File: config.mk
export PLATFORM = sky130hd
export DESIGN_NAME = eth_avalon_rxdma_wr
export DESIGN_NICKNAME = d
export VERILOG_FILES = /design/src/rtl/eth_avalon_rxdma_pkg.sv /design/src/rtl/eth_rxdma_len_chk.sv /design/src/rtl/eth_avalon_rxdma_wr.sv
export SDC_FILE = /design/constraint.sdc
export NUM_CORES = 1
export LEC_CHECK = 0
export CAP_MARGIN = 20
export CORE_MARGIN = 3
export CORE_UTILIZATION = 47
export CTS_CLUSTER_SIZE = 40
export DETAILED_ROUTE_END_ITERATION = 8
export GPL_TIMING_DRIVEN = 1
export PLACE_DENSITY = 0.9
export SYNTH_ARGS = -nofsm -noshare
export SYNTH_HDL_FRONTEND = slang
export SYNTH_SLANG_ARGS = --single-unit
File: constraint.sdc
create_clock -name clk -period 6.3 [get_ports clk]
set_input_delay 0.945 -clock clk [delete_from_list [all_inputs] [get_ports clk]]
set_output_delay 0.945 -clock clk [all_outputs]
set_load 0.005 [all_outputs]
File: src/rtl/eth_avalon_rxdma_pkg.sv
// Shared types and FIFO word layout for the RX-DMA write master.
// The frame counter block is built only when ETH_RXDMA_FRAME_CNT_EN is defined.
package eth_avalon_rxdma_pkg;

    typedef enum logic [1:0] {
        IDLE  = 2'd0,
        WRITE = 2'd1,
        DROP  = 2'd2,
        DONE  = 2'd3
    } rxdma_state_e;

    // FIFO word: [31:0] data, [33:32] last-word byte count - 1, [34] EOF, [35] frame error.
    localparam int DATA_MSB = 31;
    localparam int CNT_LSB  = 32;
    localparam int EOF_BIT  = 34;
    localparam int ERR_BIT  = 35;

    // Little-endian byte enables; only an EOF word can be partially filled.
    function automatic logic [3:0] be_lookup(input logic eof, input logic [1:0] cnt);
        logic [3:0] be;
        if (!eof) begin
            be = 4'b1111;
        end else begin
            unique case (cnt)
                2'd0:    be = 4'b0001;
                2'd1:    be = 4'b0011;
                2'd2:    be = 4'b0111;
                default: be = 4'b1111;
            endcase
        end
        return be;
    endfunction

endpackage

File: src/rtl/eth_rxdma_len_chk.sv
// Decodes the FIFO head into a byte count and byte enables, and flags a word
// that would push the frame past the buffer size.
module eth_rxdma_len_chk
    import eth_avalon_rxdma_pkg::*;
#(
    parameter int LEN_WIDTH = 16
) (
    input  logic                 eof_i,
    input  logic [1:0]           cnt_i,
    input  logic [LEN_WIDTH-1:0] len_i,
    input  logic [LEN_WIDTH-1:0] maxlen_i,
    output logic [2:0]           word_bytes_o,
    output logic [3:0]           byteenable_o,
    output logic                 overrun_o
);

    logic [LEN_WIDTH:0] sum;

    assign word_bytes_o = eof_i ? ({1'b0, cnt_i} + 3'd1) : 3'd4;
    assign byteenable_o = be_lookup(eof_i, cnt_i);

    // One extra bit keeps len + word_bytes from wrapping near the top of the range.
    assign sum       = {1'b0, len_i} + {{(LEN_WIDTH-2){1'b0}}, word_bytes_o};
    assign overrun_o = sum > {1'b0, maxlen_i};

endmodule

File: src/rtl/eth_avalon_rxdma_wr.sv
// RX-DMA write master: drains frame words from the show-ahead RX FIFO into an
// Avalon-MM buffer, one descriptor per frame, one status strobe per frame.
// Optional frame/error counters are built when ETH_RXDMA_FRAME_CNT_EN is defined.
module eth_avalon_rxdma_wr
    import eth_avalon_rxdma_pkg::*;
#(
    parameter int ADDR_WIDTH = 32,
    parameter int LEN_WIDTH  = 16,
    parameter int FIFO_WIDTH = 36
) (
    input  logic                  clk,
    input  logic                  reset_n,
    input  logic [FIFO_WIDTH-1:0] fifo_q,
    input  logic                  fifo_rdempty,
    output logic                  fifo_rdreq,
    input  logic                  desc_valid,
    output logic                  desc_ready,
    input  logic [ADDR_WIDTH-1:0] desc_addr,
    input  logic [LEN_WIDTH-1:0]  desc_maxlen,
    output logic [ADDR_WIDTH-1:0] av_address,
    output logic                  av_write,
    output logic [31:0]           av_writedata,
    output logic [3:0]            av_byteenable,
    input  logic                  av_waitrequest,
    output logic                  stat_valid,
    output logic [LEN_WIDTH-1:0]  stat_len,
    output logic                  stat_err,
    output logic                  stat_overrun
`ifdef ETH_RXDMA_FRAME_CNT_EN
    ,
    output logic [15:0]           cnt_frames,
    output logic [15:0]           cnt_errors
`endif
);

    rxdma_state_e          state_q, state_d;
    logic [ADDR_WIDTH-1:0] addr_q, addr_d;
    logic [LEN_WIDTH-1:0]  len_q, len_d;
    logic [LEN_WIDTH-1:0]  maxlen_q, maxlen_d;
    logic                  err_q, err_d;
    logic                  ovr_q, ovr_d;
    logic                  ready_q;
    logic [LEN_WIDTH-1:0]  stat_len_q;
    logic                  stat_err_q, stat_ovr_q;

    logic                  head_valid;
    logic                  head_eof;
    logic [2:0]            word_bytes;
    logic                  overrun;
    logic                  unused_addr_lsbs;

    assign head_valid       = !fifo_rdempty;
    assign head_eof         = fifo_q[EOF_BIT];
    assign unused_addr_lsbs = ^desc_addr[1:0];

    eth_rxdma_len_chk #(
        .LEN_WIDTH (LEN_WIDTH)
    ) u_len_chk (
        .eof_i        (head_eof),
        .cnt_i        (fifo_q[CNT_LSB+1:CNT_LSB]),
        .len_i        (len_q),
        .maxlen_i     (maxlen_q),
        .word_bytes_o (word_bytes),
        .byteenable_o (av_byteenable),
        .overrun_o    (overrun)
    );

    // Address and data come straight from registers and the un-popped head,
    // so they hold steady for the whole of a waitrequest stall.
    assign av_address   = addr_q;
    assign av_writedata = fifo_q[DATA_MSB:0];
    assign desc_ready   = ready_q && (state_q == IDLE);
    assign stat_valid   = (state_q == DONE);
    assign stat_len     = stat_len_q;
    assign stat_err     = stat_err_q;
    assign stat_overrun = stat_ovr_q;

    always_comb begin
        // NOTE: every output of this block gets a default first so no path leaves a latch.
        state_d    = state_q;
        addr_d     = addr_q;
        len_d      = len_q;
        maxlen_d   = maxlen_q;
        err_d      = err_q;
        ovr_d      = ovr_q;
        av_write   = 1'b0;
        fifo_rdreq = 1'b0;

        unique case (state_q)
            IDLE: begin
                if (desc_valid && ready_q) begin
                    addr_d   = {desc_addr[ADDR_WIDTH-1:2], 2'b00};
                    maxlen_d = desc_maxlen;
                    len_d    = '0;
                    err_d    = 1'b0;
                    ovr_d    = 1'b0;
                    state_d  = WRITE;
                end
            end
            WRITE: begin
                if (head_valid) begin
                    if (overrun) begin
                        ovr_d   = 1'b1;
                        state_d = DROP;
                    end else begin
                        av_write = 1'b1;
                        if (!av_waitrequest) begin
                            fifo_rdreq = 1'b1;
                            addr_d     = addr_q + ADDR_WIDTH'(4);
                            len_d      = len_q + LEN_WIDTH'(word_bytes);
                            if (head_eof) begin
                                err_d   = fifo_q[ERR_BIT];
                                state_d = DONE;
                            end
                        end
                    end
                end
            end
            DROP: begin
                if (head_valid) begin
                    fifo_rdreq = 1'b1;
                    if (head_eof) begin
                        err_d   = fifo_q[ERR_BIT];
                        state_d = DONE;
                    end
                end
            end
            DONE: begin
                state_d = IDLE;
            end
            default: begin
                state_d = IDLE;
            end
        endcase
    end

    // NOTE: state registers use non-blocking assignments so every flop samples pre-edge values.
    always_ff @(posedge clk or negedge reset_n) begin
        if (!reset_n) begin
            state_q    <= IDLE;
            addr_q     <= '0;
            len_q      <= '0;
            maxlen_q   <= '0;
            err_q      <= 1'b0;
            ovr_q      <= 1'b0;
            ready_q    <= 1'b0;
            stat_len_q <= '0;
            stat_err_q <= 1'b0;
            stat_ovr_q <= 1'b0;
        end else begin
            state_q  <= state_d;
            addr_q   <= addr_d;
            len_q    <= len_d;
            maxlen_q <= maxlen_d;
            err_q    <= err_d;
            ovr_q    <= ovr_d;
            ready_q  <= 1'b1;
            // Status is captured on entry to DONE and held until the next frame ends.
            if (state_d == DONE) begin
                stat_len_q <= len_d;
                stat_err_q <= err_d;
                stat_ovr_q <= ovr_d;
            end
        end
    end

`ifdef ETH_RXDMA_FRAME_CNT_EN
    logic [15:0] cnt_frames_q, cnt_errors_q;

    always_ff @(posedge clk or negedge reset_n) begin
        if (!reset_n) begin
            cnt_frames_q <= '0;
            cnt_errors_q <= '0;
        end else if (state_q == DONE) begin
            cnt_frames_q <= cnt_frames_q + 16'd1;
            if (err_q || ovr_q) begin
                cnt_errors_q <= cnt_errors_q + 16'd1;
            end
        end
    end

    assign cnt_frames = cnt_frames_q;
    assign cnt_errors = cnt_errors_q;
`endif

endmodule

# Word level (Yosys, flattened, before mapping)
# Index checks and enable logic that the tools add are counted.
# Widths: inputs -> output; s select.
[word_totals]
ff_bits = 87
in_bits = 89
out_inout_bits = 90
wordCells = 71
[op_classes]
n_addsub = 4
magnitude_cmp = 1
n_eq_ne = 10
mux = 39
n_reduce_logical = 7
[ops]
columns = ["operator", "count"]
rows = [
  ["$mux 32", 4],
  ["$mux 16", 4],
  ["$pmux 32 s2", 1],
  ["$add 32x3->32 const B", 1],
  ["$pmux 16 s2", 1],
  ["$add 16x3->17", 1],
  ["$gt 17x16->1", 1],
  ["$add 16x3->16", 1],
  ["$mux 1", 16],
  ["$mux 2", 6],
  ["$pmux 4 s3", 1],
  ["$eq 2x2->1 const B", 4],
  ["$pmux 2 s4", 1],
  ["$ne 2x2->1 const B", 3],
  ["$reduce_and 5->1", 1],
  ["$eq 2x1->1 const B", 2],
  ["$logic_not 2->1", 2],
  ["$mux 4", 1],
  ["$pmux 1 s2", 2],
  ["$add 2x1->3 const B", 1],
  ["$mux 3", 1],
  ["$pmux 1 s3", 1],
  ["$logic_and 1x1->1", 2],
  ["$ne 2x1->1 const B", 1],
  ["other kinds (2)", 2],
]

# Longest topological paths before layout
# Gate-level depths: netlist (run 1).
[depth]
ltp_word = 8
mapped_depth = 22
mapped_depth_nobuf = 20

# By module
# From an unflattened synthesis (run 1), not the netlist that was laid out.
[unflattened]
hier_cells = 605
area_unflattened_um2 = 5711.7
[by_module_without_submodules]
columns = ["mod", "n_inst", "cells_each", "area_each_um2", "seq_area_each_um2"]
rows = [
  ["eth_avalon_rxdma_wr", 1, 488, 4865.9, 2127.0],
  ["eth_rxdma_len_chk", 1, 117, 845.8, 0.0],
]

# Worst setup path before layout (run 1)
# OpenSTA, ideal clock, no wires.
[synth_timing]
path_type = "input to output"
start = "input fifo_q[32]"
end = "output fifo_rdreq"
arrival_ns = 4.178
t_required_ns = 5.355
slack_ns = 1.177
cell_stages = 17
n_path_buf = 0
cell_sequence = "inv_1 ha_1 nand2_1 fa_1 nor2b_1 o21a_1 and2_1 nand3_1 nor2_1 xor2_1 ha_1 nand2_1 nor3_1 a2111oi_4 o211a_1 nand3_2 a21boi_0"
[synth_via]
elab_chain_len = 7
[synth_rtl]
columns = ["item", "line", "source"]
rows = [
  ["from (decl)", "eth_avalon_rxdma_wr.sv:13", "input logic [FIFO_WIDTH-1:0] fifo_q,"],
  ["$add 2x1->3", "eth_rxdma_len_chk.sv:19", "assign word_bytes_o = eof_i ? ({1'b0, cnt_i} + 3'd1) : 3'd4;"],
  ["$mux 3", "eth_rxdma_len_chk.sv:19", ""],
  ["$add 16x3->17", "eth_rxdma_len_chk.sv:23", "assign sum = {1'b0, len_i} + {{(LEN_WIDTH-2){1'b0}}, word_bytes_o};"],
  ["$gt 17x16->1", "eth_rxdma_len_chk.sv:24", "assign overrun_o = sum > {1'b0, maxlen_i};"],
  ["$mux 1", "eth_avalon_rxdma_wr.sv:102", "if (overrun) begin"],
  ["$mux 1", "eth_avalon_rxdma_wr.sv:101", "if (head_valid) begin"],
  ["$pmux 1 s2", "eth_avalon_rxdma_wr.sv:89", "unique case (state_q)"],
  ["to (decl)", "eth_avalon_rxdma_wr.sv:15", "output logic fifo_rdreq,"],
]
# Every way passes these cells.

# Worst setup path after layout (run 1)
# Same ends and word-level chain as after synthesis.

==> impl_metrics.py, run 1 <==
metrics = {
    "sta": {
        "fmax_ghz": 0.1629,
        "period_share": 0.9742,
        "finClkSkew_ns": 0.006025,
        "period_minus_slack_ns": 6.138,
        "setup_violations": 0,
        "hold_viol_final": 0,
        "fin_ws_ns": 0.1623,
        "slew_headroom": 0.6215,
        "finalMaxSlewViolations": 0,
        "hold_ws_ns": 0.4959,
        "fin_setup_tns_ns": 0,
        "tightest_slew_ns": 0.5664,
    },
    "placement": {
        "placed_area_um2": 6375,
        "pre_cts_ws_ns": -0.1136,
        "io_buffers": 109,
        "routabilityCongestion": 0.9076,
        "dp_hpwl_mm": 10.97,
    },
    "logic_synthesis": {
        "ys_seq_elements": 85,
        "syn-instance-count": 577,
        "ys.flop_type": "dfrtp_1",
        "synth_seq_area_share": 0.3970,
        "ys_warn_count": 0,
        "syn-cell-area_um2": 5358,
        "async_reset_ff_frac": 1.000,
        "avgSynthCellArea_um2": 9.285,
        "synth-edff-count": 0,
        "ys_types": 63,
    },
    "grt": {
        "grt_start_max_net_pins": 86,
        "grt_use_total": 0.2397,
        "grt_pass1_vias": 4957,
        "grt_overflow_total": 0,
        "grt_pass1_wl_mm": 24.38,
        "antenna_found_initial": 0,
    },
    "clocking": {
        "cts_tree": "built",
        "clk_pin_slew_worst_paths_ns": 0.06,
        "htree_levels": 3,
        "worst_skew_pair.late_latency_ns": 0.34,
        "clock-sinks": 85,
        "cts_inserted_buffers": 9,
        "ctsHoldBuffers": 0,
        "clockBufferDepth": 2,
        "cts_root_buf": "clkbuf_16",
    },
    "detailed_routing": {
        "routedWlPerCell_um": 19.40,
        "drtIter0Drc": 461,
        "wirelength_mm": 15.62,
        "drc_errors": 0,
        "num_vias": 4863,
        "postRouteAntennaNets": 0,
        "drtPass1Iterations": 7,
        "via_per_inst": 6.041,
    },
    "power": {
        "switching_share": 0.3841,
        "ir_drop_v": 0.0002213,
        "p_sw_mw": 1.091,
        "internal-power_mw": 1.749,
        "leakage_nw": 3.061,
        "pwr-share-clk": 0.217,
        "p_comb_frac": 0.451,
        "p_per_area_nw_per_um2": 414.2,
        "p_seq_frac": 0.333,
    },
    "final_layout": {
        "nets": 778,
        "area_growth_syn_to_layout_pct": 28.00,
        "drive_gt1_frac": 0.1414,
        "fillers": 881,
        "post-route-cell-area_um2": 6858,
        "n_antenna_cell": 0,
    },
    "worst_hold_path": {
        "whs_path_depth": 2,
        "min_to": "maxlen_q[0]",
        "hp-class": "flip-flop to flip-flop",
        "worstHoldStart": "maxlen_q[0]",
    },
    "die": {
        "die_h_um": 112.8,
        "rows": 38,
        "die_x_um": 112.8,
        "die_area_um2": 12720,
        "io_pins": 179,
        "core_area_um2": 10980,
        "start_util": 0.4878,
    },
    "setup_path": {
        "cp.arrival_ns": 5.19,
        "end_kind": "primary output",
        "worstPathRequired_ns": 5.35,
        "worstSetupPathType": "primary input to primary output",
        "crit_path_start_kind": "primary input",
        "crit_fanout": 4,
        "ff2ff_setup_slack_ns": 1.91,
        "crit-reg2reg-launch": "len_q[0]",
        "r2r_end": "av_address[15]",
        "ff2ff_path_depth": 21,
    },
    "run": {
        "drv_cap": 0,
    },
    "outcome": {
        "outcome": "complete, no violations",
    },
}
==> cell families after synthesis <==
family	Yosys count	share of synthesized area
adders and majority gates	28	0.06679
AOI/OAI and AO/OA	160	0.2025
and+or+nand+nor	176	0.1609
other	2	0.001402
xor gates and xnor gates	14	0.02289
DFF	85	0.3970
buffers and inverters	87	0.09014
muxes	25	0.05838
==> Yosys cell counts, types with 13 or more instances <==
cell type | instances | share of area
o21ai_0 | 36 | 0.034
ha_1 | 27 | 0.063
clkbuf_1 | 15 | 0.011
inv_1 | 29 | 0.020
xnor2_1 | 13 | 0.021
o22ai_1 | 22 | 0.026
nand2_1 | 53 | 0.037
and3_1 | 13 | 0.015
nand3_1 | 29 | 0.027
buf_4 | 35 | 0.049
nor2_1 | 36 | 0.025
dfrtp_1 | 85 | 0.40
a21oi_1 | 37 | 0.035
==> timing repair <==
action | 4_1_cts | 5_1_grt
resized for setup | 5 | 15
setup buffers | 0 | 2
endpoints found under the setup margin | 2 | 2
pin swaps | 0 | 6
==> flip-flops by register name, summed over array words and instances (netlist names) <==
signal,flops
stat_err,1
len_q,16
maxlen_q,16
ovr_q,1
av_address,30
stat_len,16
err_q,1
stat_overrun,1
ready_q,1
state_q,2
==> worst max path at each step <==
| stage | start | to | cells after the start |
|---|---|---|---|
| after floorplan | fifo_q[32] | fifo_rdreq | 17 |
| after global placement | fifo_q[32] | fifo_rdreq | 19 |
| after detailed placement | fifo_q[32] | fifo_rdreq | 20 |
| after CTS | fifo_q[32] | fifo_rdreq | 20 |
| after global routing | fifo_q[32] | fifo_rdreq | 20 |
| final | fifo_q[32] | fifo_rdreq | 19 |
==> final cells by class <==
type	instances	area, um2	share of cell area
Clock buffer	11	252.7	0.03685
Multi-Input combinational cell	407	2833	0.4131
Sequential cell	85	2127	0.3102
Clock inverter	4	95.09	0.01387
Timing Repair Buffer	129	1266	0.1846
Tap cell	140	175.2	0.02554
Inverter	29	108.9	0.01587
==> metrics by stage <==
stage	power [mW]	utilization	cells
after floorplan	1.651	-	579
after global placement	2.102	0.5804	786
after detailed placement	2.162	0.5804	786
after CTS	2.794	0.6139	801
after global routing	3.022	0.6244	805
final	2.841	0.6244	805
==> placed cells by master (no fill, tap or decap), types with 8 or more instances in the layout <==
cell type | Yosys | routed
clkdlybuf4s50_1 | 0 | 108
dfrtp_1 | 85 | 85
nand2_1 | 53 | 52
o21ai_0 | 36 | 36
a21oi_1 | 37 | 35
nor2_1 | 36 | 35
inv_1 | 29 | 29
ha_1 | 27 | 27
nand3_1 | 29 | 26
o22ai_1 | 22 | 22
buf_4 | 35 | 19
and3_1 | 13 | 12
xnor2_1 | 13 | 11
o31ai_1 | 10 | 10
mux2_4 | 10 | 10
mux2_2 | 10 | 10
nor3_1 | 10 | 9
clkbuf_16 | 0 | 9
a22o_1 | 8 | 8
==> power by group through the flow <==
stage / clock network (mW) / registers [mW] / logic [mW]
after floorplan: 0 / 0.892 / 0.759
after CTS: 0.622 / 0.932 / 1.24
after global routing: 0.643 / 0.969 / 1.41
after global placement: 0 / 0.920 / 1.18
after detailed placement: 0 / 0.935 / 1.23
final: 0.616 / 0.945 / 1.28
==> metal layers <==
layer	routed length, um	GRT usage	vias to the layer above
met5	0	0	-
met4	636	0.1458	0
met3	882	0.03797	57
met2	7914	0.3985	225
met1	6184	0.2929	2369
li1	-	-	2212
==> critical path: stages <==
cell,delay (ns)
clkdlybuf4s50_1,0.51
inv_1,0.08
ha_1,0.29
nand2_1,0.09
fa_2,0.39
nor2b_4,0.14
o21a_1,0.19
and2_4,0.18
nand3_2,0.14
nor2_2,0.16
xor2_1,0.21
ha_1,0.28
nand2_2,0.10
nor3_1,0.08
a2111oi_4,0.34
o211a_1,0.23
nand3_2,0.11
a21boi_2,0.20
clkdlybuf4s50_1,0.52
No activity file was read; power rests on OpenSTA's default activity.
==> inputs of run 2 (changes only) <==
- RECOVER_POWER: default -> 25
==> run 2 against run 1 <==
Compared with the run above: the run now ends with max-capacitance violations, max-slew violations left; power hardly changed; cell count stayed put; clock skew barely moved; clock power is essentially flat; largest power group unchanged.
==> impl_metrics.py, run 2 (same netlist as run 1, synthesis figures left out) <==
metrics = {
    "setup_path": {
        "worstPathRequired_ns": 5.35,
        "path_buf_inv": 3,
        "critPathSlowestCell": "clkdlybuf4s50_1",
        "cp.arrival_ns": 5.19,
        "crit_path_max_incr_delay_ns": 0.52,
        "crit_path_start_kind": "primary input",
        "crit_family": "buffers and inverters",
        "crit_fanout": 4,
        "path_depth": 19,
        "crit_chain": "clkdlybuf4s50_1, inv_1, ha_1, nand2_1, fa_2, nor2b_4, o21a_1, and2_4, nand3_2, nor2_2, xor2_1, ha_1, nand2_2, nor3_1, a2111oi_4, o211a_1, nand3_2, a21boi_2, clkdlybuf4s50_1",
        "end_kind": "primary output",
        "worstSetupPathType": "primary input to primary output",
        "ff2ff_path_depth": 21,
    },
    "clocking": {
        "cts_root_buf": "clkbuf_16",
        "cts_tree": "built",
        "clock-sinks": 85,
        "clk_pin_slew_worst_paths_ns": 0.06,
        "worst_skew_pair.late_latency_ns": 0.34,
        "ctsHoldBuffers": 0,
        "clockBufferDepth": 2,
        "htree_levels": 3,
        "cts_inserted_buffers": 9,
    },
    "power": {
        "switching_share": 0.3844,
        "p_comb_frac": 0.451,
        "p_seq_frac": 0.332,
        "p_sw_mw": 1.091,
        "internal-power_mw": 1.748,
        "pwr-share-clk": 0.216,
        "leakage_nw": 3.046,
        "ir_drop_v": 0.0002211,
        "p_per_area_nw_per_um2": 415.7,
    },
    "die": {
        "die_area_um2": 12720,
        "die_h_um": 112.8,
        "die_x_um": 112.8,
        "rows": 38,
        "io_pins": 179,
        "core_area_um2": 10980,
        "start_util": 0.4878,
    },
    "sta": {
        "period_share": 0.9742,
        "setup_violations": 0,
        "period_minus_slack_ns": 6.137,
        "tightest_slew_ns": 2.749,
        "fmax_ghz": 0.1629,
        "hold_viol_final": 0,
        "slew_headroom": -0.8326,
        "finClkSkew_ns": 0.006021,
        "fin_setup_tns_ns": 0,
        "finalMaxSlewViolations": 88,
        "fin_ws_ns": 0.1628,
    },
    "detailed_routing": {
        "postRouteAntennaNets": 0,
        "drtPass1Iterations": 7,
        "drtIter0Drc": 390,
        "routedWlPerCell_um": 19.34,
        "wirelength_mm": 15.57,
        "via_per_inst": 6.111,
        "num_vias": 4919,
        "drc_errors": 0,
    },
    "final_layout": {
        "largest_reg_flops": 30,
        "multiInputGateArea_um2": 2833,
        "n_antenna_cell": 0,
        "area_growth_syn_to_layout_pct": 27.49,
        "final_common_cell": "clkdlybuf4s50_1",
        "fillers": 881,
        "drive_gt1_frac": 0.1383,
        "final_cell_mix": "108 x clkdlybuf4s50_1, 85 x dfrtp_1, 52 x nand2_1",
        "regArea_um2": 2127,
        "nets": 778,
    },
    "outcome": {
        "violations": "max-capacitance violations, max-slew violations",
        "outcome": "complete, but fails checks",
    },
    "worst_hold_path": {
        "whs_path_depth": 2,
        "hp-class": "flip-flop to flip-flop",
    },
    "placement": {
        "routabilityCongestion": 0.9076,
        "dp_hpwl_mm": 10.97,
        "pre_cts_ws_ns": -0.1136,
        "io_buffers": 109,
    },
    "grt": {
        "grt_use_total": 0.2397,
        "antenna_found_initial": 0,
        "grt_overflow_total": 0,
        "grt_start_max_net_pins": 86,
        "grt_pass1_wl_mm": 24.38,
        "grt_pass1_vias": 4957,
    },
    "run": {
        "drv_cap": 2,
    },
}
run 2: metrics by stage:
stage,util,instance area (um2),instances,power (mW),hold slack (ns)
2_1_floorplan,-,5365,579,1.651,0.4523
3_3_place_gp,0.5804,6375,786,2.102,0.4766
3_5_place_dp,0.5804,6375,786,2.162,0.4858
4_1_cts,0.6139,6743,801,2.794,0.5008
5_1_grt,0.6219,6830,805,3.020,0.5351
6_report,0.6219,6830,805,2.839,0.4951
run 2: final timing paths:
kind,startpoint,to,slack (ns)
setup / recovery,fifo_q[32],fifo_rdreq,0.16
hold / removal,maxlen_q[0],maxlen_q[0],0.50
setup reg to reg,len_q[0],av_address[15],1.91
hold reg to reg,maxlen_q[0],maxlen_q[0],0.50
max in group asynchronous,reset_n,maxlen_q[6],1.88
min in group asynchronous,reset_n,av_address[5],1.07
run 2: timing repair:
| action | CTS | global route |
|---|---|---|
| resized for setup | 5 | 15 |
| setup buffers | 0 | 2 |
| pin swaps | 0 | 6 |
| setup endpoints to repair | 2 | 2 |
| cloned | 0 | 0 |
run 2: tightest hold or removal path, stage by stage, from the launching register on:
cell     delay (ns)
dfrtp_1        0.35
nand2_1        0.05
nand2_1        0.06
run 2: final cells by class:
cell class | count | area share
well taps | 140 | 0.02565
clock inverters | 4 | 0.01392
multi-input cells | 407 | 0.4147
flip-flops and latches | 85 | 0.3114
repair buffers | 129 | 0.1814
clock buffers | 11 | 0.03700
inverters | 29 | 0.01594
run 2: power by group through the flow:
stage | Clock, mW | Sequential [mW] | Combinational (mW)
after detailed placement | 0 | 0.935 | 1.23
after global routing | 0.643 | 0.969 | 1.41
after CTS | 0.622 | 0.932 | 1.24
after floorplan | 0 | 0.892 | 0.759
final | 0.615 | 0.944 | 1.28
after global placement | 0 | 0.920 | 1.18
run 2: layer usage:
metal	routed length (um)	vias to the layer above	global-route usage
met1	6061	2363	0.2929
met5	0	-	0
met4	679	0	0.1458
met2	7815	275	0.3985
li1	-	2213	-
met3	1011	68	0.03797
